[config.mk]
export PLATFORM = sky130hd
export DESIGN_NAME = leaf_tx_bridge
export DESIGN_NICKNAME = d
export VERILOG_FILES = /design/src/rtl/noc_pkg.sv /design/src/rtl/sync2.sv /design/src/rtl/leaf_tx_bridge.sv
export SDC_FILE = /design/constraint.sdc
export NUM_CORES = 1
export LEC_CHECK = 0
export CORE_MARGIN = 2
export CORE_UTILIZATION = 45
export CTS_CLUSTER_SIZE = 25
export DETAILED_ROUTE_END_ITERATION = 10
export GPL_TIMING_DRIVEN = 0
export MAX_ROUTING_LAYER = met4
export PLACE_DENSITY = 0.72
export SLEW_MARGIN = 0
export SYNTH_ARGS = -nofsm -noshare
export SYNTH_HDL_FRONTEND = slang
export SYNTH_SLANG_ARGS = --single-unit
export TNS_END_PERCENT = 1
[constraint.sdc]
create_clock -name CLK -period 1.7 [get_ports CLK]
set_input_delay 0.34 -clock CLK [delete_from_list [all_inputs] [get_ports CLK]]
set_output_delay 0.34 -clock CLK [all_outputs]
set_load 0.05 [all_outputs]
[src/rtl/noc_pkg.sv]
// Shared NoC definitions: leaf transmitter FSM states and the default flit width.
package noc_pkg;

    localparam int DIGITS_DEFAULT = 11;

    typedef enum logic [1:0] {
        IDLE  = 2'd0,
        DRIVE = 2'd1,
        RTZ   = 2'd2
    } tx_state_t;

endpackage

[src/rtl/sync2.sv]
// Two-flop synchronizer for a single asynchronous level; resets to 0.
module sync2 (
    input  logic clk,
    input  logic rst_n,
    input  logic d,
    output logic q
);

    logic meta;

    // NOTE: sequential state uses non-blocking assignments so every flop samples pre-edge values.
    always_ff @(posedge clk or negedge rst_n) begin
        if (!rst_n) begin
            meta <= 1'b0;
            q    <= 1'b0;
        end else begin
            meta <= d;
            q    <= meta;
        end
    end

endmodule

[src/rtl/leaf_tx_bridge.sv]
// Clocked valid/ready source to e1of2 four-phase channel bridge with a small inline FIFO.
module leaf_tx_bridge
    import noc_pkg::*;
#(
    parameter int DIGITS = DIGITS_DEFAULT,
    parameter int DEPTH  = 2
) (
    input  logic              CLK,
    input  logic              _RESET,
    input  logic              in_valid,
    output logic              in_ready,
    input  logic [DIGITS-1:0] in_data,
    output logic [DIGITS-1:0] out_d0,
    output logic [DIGITS-1:0] out_d1,
    input  logic              out_e,
    output logic              busy,
    output logic [15:0]       tx_count
);

    localparam int           AW   = $clog2(DEPTH);
    localparam logic [AW:0]  FULL = (AW + 1)'(DEPTH);

    logic [DIGITS-1:0] mem [DEPTH];
    logic [AW-1:0]     wr_ptr;
    logic [AW-1:0]     rd_ptr;
    logic [AW:0]       occ;
    logic              head_avail_q;
    logic              e_s;
    logic              push;
    logic              pop;
    tx_state_t         state;
    logic [15:0]       tx_count_q;

    sync2 u_sync (
        .clk   (CLK),
        .rst_n (_RESET),
        .d     (out_e),
        .q     (e_s)
    );

    assign in_ready = (occ < FULL);
    assign push     = in_valid && in_ready;
    assign pop      = (state == IDLE) && head_avail_q && e_s && (occ != '0);
    assign busy     = (occ != '0) || (state != IDLE);
    assign tx_count = tx_count_q;

    // NOTE: the storage array has no reset; occupancy and pointers alone decide which entries are live.
    always_ff @(posedge CLK) begin
        if (push) begin
            mem[wr_ptr] <= in_data;
        end
    end

    // The FSM sees a registered non-empty flag, so a new flit waits one extra edge before launch.
    always_ff @(posedge CLK or negedge _RESET) begin
        if (!_RESET) begin
            wr_ptr       <= '0;
            rd_ptr       <= '0;
            occ          <= '0;
            head_avail_q <= 1'b0;
        end else begin
            head_avail_q <= (occ != '0);
            if (push) begin
                wr_ptr <= wr_ptr + 1'b1;
            end
            if (pop) begin
                rd_ptr <= rd_ptr + 1'b1;
            end
            case ({push, pop})
                2'b10:   occ <= occ + 1'b1;
                2'b01:   occ <= occ - 1'b1;
                default: occ <= occ;
            endcase
        end
    end

    // Rails only move on IDLE->DRIVE (data) and DRIVE->RTZ (neutral), always from flops.
    always_ff @(posedge CLK or negedge _RESET) begin
        if (!_RESET) begin
            state      <= IDLE;
            out_d0     <= '0;
            out_d1     <= '0;
            tx_count_q <= '0;
        end else begin
            case (state)
                IDLE: begin
                    if (pop) begin
                        out_d1 <= mem[rd_ptr];
                        out_d0 <= ~mem[rd_ptr];
                        state  <= DRIVE;
                    end
                end
                DRIVE: begin
                    if (!e_s) begin
                        out_d0     <= '0;
                        out_d1     <= '0;
                        tx_count_q <= tx_count_q + 16'd1;
                        state      <= RTZ;
                    end
                end
                RTZ: begin
                    if (e_s) begin
                        state <= IDLE;
                    end
                end
                default: state <= IDLE;
            endcase
        end
    end

endmodule

* After elaboration in Yosys (flattened, before gate mapping)
Memory sizes are Yosys's and may differ from the RTL's. Cells that the tools add are included.
Storage, ports and cells: bits in registers 47, RAM bits 22, bits of input ports 15, output and inout port bits 40, word-level logic and storage cells 51, memories 1
Memories:
- mem | words 2, width 11, read ports 1, clocked after Yosys merged registers in 0, write ports 1, line leaf_tx_bridge.sv:23 | logic [DIGITS-1:0] mem [DEPTH];
Cells by class: add/sub/neg operators 5, $lt $le $gt $ge 1, equality and inequality tests 7, muxes and demuxes 12, bitwise logic cells 2, reductions and logical operators 13
Operators with widths (number):
- one-hot mux 11 bit (2 select lines) | 2
- 2-to-1 mux 11 bit | 3
- adder 16 x 1 -> 16 bit (second input constant) | 1
- inverter 11 bit | 1
- nonzero test 2 bit | 4
- 2-to-1 mux 2 bit | 3
- one-hot mux 2 bit (3 select lines) | 1
- AND reduction 3 bit | 2
- equality test 2 x 1 -> 1 bit (second input constant) | 2
- equality test 2 bit (second input constant) | 2
- logical AND 1 bit | 4
- inequality test 2 bit (second input constant) | 2
- one-hot mux 2 bit (2 select lines) | 1
- adder 1 bit (second input constant) | 2
- adder 2 x 1 -> 2 bit (second input constant) | 1
- logical NOT 2 bit | 1
- less-than comparator 2 bit (second input constant) | 1
- 2-to-1 mux 1 bit | 2
- inequality test 2 x 1 -> 1 bit (second input constant) | 1
- AND reduction 2 bit | 1
- subtractor 2 x 1 -> 2 bit (second input constant) | 1
- logical OR 1 bit | 1
- inverter 1 bit | 1

* Longest topological paths before layout
depth after elaboration 6, gate-level depth with buffers 8, depth with buffers taken out 7

* Modules after synthesis
From an unflattened synthesis, not the netlist that was laid out.
Unflattened totals: cells, all modules 172, area, all modules 2638.8 um2
By module, submodules not included:
- leaf_tx_bridge | instances 1, cells each 170, area an instance 2588.7 um2, sequential area each 1786.7 um2
- sync2 | instances 1, cells each 2, area an instance 50.0 um2, sequential area each 50.0 um2

* Worst setup path after synthesis
No wires, ideal clock.
path type flip-flop to flip-flop, start point register tx_count_q[2] (netlist: tx_count[2]), end point register tx_count_q[14] (netlist: tx_count[14]), setup time 0.141 ns, data arrival time 1.682 ns, required time 1.559 ns, setup slack -0.123 ns, cell stages (with the launch flop) 5, buffers on the path 0, clock period less this slack 1.823 ns, path through dfrtp_1 -> nand4_1 -> nor3_1 -> nand3_1 -> xnor2_1
On the way: longest elaborated chain between the ends 1
RTL lines:
- start: declaration | line leaf_tx_bridge.sv:32 | logic [15:0] tx_count_q;
- start signal: assignment | line leaf_tx_bridge.sv:97 | tx_count_q <= tx_count_q + 16'd1;
- adder 16 x 1 -> 16 bit | line leaf_tx_bridge.sv:97
No other way between the ends. A chain may end at the register's enable or synchronous reset.

* Worst setup path after layout
start point register occ[0], end point output busy
On the way: longest elaborated chain between the ends 2
RTL lines:
- start: declaration | line leaf_tx_bridge.sv:26 | logic [AW:0] occ;
- start signal: assignment | line leaf_tx_bridge.sv:70 | 2'b10: occ <= occ + 1'b1;
- start signal: assignment | line leaf_tx_bridge.sv:71 | 2'b01: occ <= occ - 1'b1;
- nonzero test 2 bit | line leaf_tx_bridge.sv:44 | assign busy = (occ != '0) || (state != IDLE);
- logical OR 1 bit | line leaf_tx_bridge.sv:44
- end: declaration | line leaf_tx_bridge.sv:16 | output logic busy,
No other way between the ends.

==> results.yml <==
synth:
  synth.distinct_cells: 28
  syn_area_per_cell_um2: 13.9
  ys_seq_elements: 69
  synthTopCellsByCount: "47 x dfrtp_1, 22 x edfxtp_1, 16 x xnor2_1"
  async_reset_ff_share_pct: 68.1
  synth_area_leader_cell: "dfrtp_1"
  synthCells: 194
  synth_most_common_cell: "dfrtp_1"
  seq_area_frac_synth_pct: 68.1
  synth_top_area_share_pct: 43.6
  yosysWarningCount: 0
  synth_area_um2: 2700
  postSynthNetCount: 211
  synth-edff-count: 22
  synth_flop_cell: "dfrtp_1"
  synth_area_leaders: "dfrtp_1 44%, edfxtp_1 25%, xnor2_1 5.2%"
timing:
  relSlewSlack_pct: 55.5
  fin_skew_ps: 7.23
  fmax_ghz: 0.557
  maxSlewViolCount: 0
  setup_ws_ps: -96.9
  period_needed_ps: 1800
  worstMarginPinSlew_ps: 668
  tns_ps: -96.9
  setup_viol: 1
  timing.final.crit_share_pct: 106
  hold_violations: 0
  rsz0062_at_grt: "yes"
placement:
  io_buffers: 54
  hpwl_um: 3580
  routabilityCongestion: 0.691
  dpl_cell_area_um2: 3350
critical_path:
  critical-path-slowest-cell: "dfrtp_1"
  worstPathRequired_ps: 1360
  reg2reg_slack_ps: 10
  end_kind: "primary output"
  r2r-start: "occ[0]"
  cp_slowest_stage_delay_ps: 370
  crit_chain: "or2_1, or3_4, buf_6"
  worstSetupStartpoint: "occ[0]"
  critPathTopFamily: "simple AND/OR/NAND/NOR gates"
  crit_type: "flop to primary output"
  rr_endpoint: "occ[1]"
  reg2regPathDepth: 7
  critPathBufInv: 1
  critPathMaxFanout: 3
  cp-start-kind: "flop"
  arrival_ps: 1460
route:
  drt_pass1_iterations: 4
  via_count: 1763
  viasPerCell: 5.14
  drtIter0Drc: 84
  drc: 0
  ant_nets: 0
  routedWlPerCell_um: 15.7
  drt_wl_total_um: 5390
cells_and_area:
  seq_area_um2: 1840
  fillerInstances: 495
  fin_nets: 280
  final_design_area_no_fill_um2: 3580
  drive_above_1_share_pct: 17.5
  multiInputGateArea_um2: 823
  areaGrowthSynthToFinish_pct: 32.6
  n_antenna_cell: 0
status:
  violations: "negative setup slack"
  status: "finished, violations left"
global_route:
  grt_pass1_wl_um: 8580
  track_usage_pct: 18.5
  grt_max_degree: 40
  overflow: 0
  grt_pass1_vias: 1756
  antenna_found_initial: 0
clock_network:
  cts_tree: "done"
  cts_sinks: 69
  clockRootBuffer: "clkbuf_8"
  clockBufferDepth: 2
  cts_buffers: 9
  clock_latency_ps: 330
  cts_htree_levels: 3
  clk_pin_slew_ps: 70
floorplanning:
  num_rows: 28
  die_x_um: 81.4
  io_pins: 55
  floorplan.initialDensity_pct: 46.1
  die_h_um: 81.4
  core_area_um2: 5850
  dieArea_um2: 6630
pwr:
  ir_worst_vdd_mv: 1.06
  p_leak_uw: 0.00172
  p_per_area_nw_per_um2: 1870
worst_hold_path:
  hold_path_depth: 0
  hold_path.class: "flop to flop"
  hold_end: "u_sync.q"
  hp-start: "u_sync.meta"
job:
  drv_cap: 0
repair_timing:
item	in CTS	in global routing
setup buffers	1	1
resized for setup	53	12
cloned	0	0
pin swaps	3	1
hold buffers	1	0
hold endpoints to repair	8	0
endpoints found under the setup margin	66	21
logic make-up after synthesis:
group                    Yosys count  share of synthesized area [%]
flip-flops                        69                           68.1
AND/OR/NAND/NOR                   57                           12.0
AO/OA/AOI/OAI                     22                           5.10
XOR/XNOR                          21                           6.82
multiplexers                      12                           5.01
buffers and inverters             11                           2.00
adder cells (fa/ha/maj)            2                          0.928
placed cells by master, fill, tap and decap left out, drive strengths merged:
cell,Yosys,final
and4,1,1
buf,6,10
clkbuf,2,15
dlygate4sd3,0,1
ha,2,2
or2,1,1
and3,13,13
mux2,12,12
nand4bb,1,1
nand4,4,4
nand3b,1,1
clkinv,0,3
nor4,1,1
xor2,5,5
a21o,11,11
dfrtp,47,47
nor2,8,8
or3,1,1
bufinv,0,2
o21ai,11,11
or3b,1,1
clkdlybuf4s15,0,2
nor3,2,2
nand3,15,15
inv,3,3
dlygate4sd2,0,36
edfxtp,22,22
clkdlybuf4s50,0,13
xnor2,16,16
nand2,8,8
per-layer routing:
layer | routed length (um) | part of all wire, % | GRT usage [%] | up-vias
met5 | 0 | 0 | - | -
met4 | 74 | 1.4 | 6.61 | 0
met3 | 307 | 5.7 | 5.67 | 6
met2 | 2690 | 50 | 29.1 | 51
met1 | 2310 | 43 | 22.7 | 879
li1 | - | - | - | 827
stage by stage:
stage	hold slack, ps	power (uW)	worst slack, ps	instances	util [%]
after floorplan	44.4	4460	-99.4	194	-
after global placement	338	5350	-1180	323	57.0
after detailed placement	218	5410	-517	324	57.3
after CTS	365	6690	-157	342	60.6
after global routing	375	7040	-152	343	61.1
final	360	6690	-96.9	343	61.1
how the worst max path moves through the flow:
stage | depth (start not counted) | endpoint
final | 3 | busy
after global routing | 3 | busy
after CTS | 3 | busy
after detailed placement | 7 | occ[1]
after global placement | 1 | tx_count[2]
after floorplan | 4 | tx_count[14]
sequential cells by signal, summed over array words and instances, names as in the netlist:
register and count:
state 2, rd_ptr 1, out_d1 11, head_avail_q 1
out_d0 11, u_sync.meta 1, u_sync.q 1, mem 22
occ 2, wr_ptr 1, tx_count 16
power breakdown:
group | switching, uW | leakage (uW) | total [uW] | internal, uW
Combinational | 1850 | 0.000816 | 2820 | 966
Sequential | 281 | 0.000802 | 2480 | 2190
Clock | 574 | 0.000107 | 1390 | 819
layout make-up:
type / instances / area share [%]
buffer: 8 / 1.89
tap: 75 / 2.62
clock buffer: 11 / 3.67
clock inverter: 5 / 2.10
multi-input combinational: 114 / 23.0
inverter: 3 / 0.315
sequential: 69 / 51.5
timing repair buffer: 58 / 14.9
Note: power is estimated with default switching activity, not from simulation.
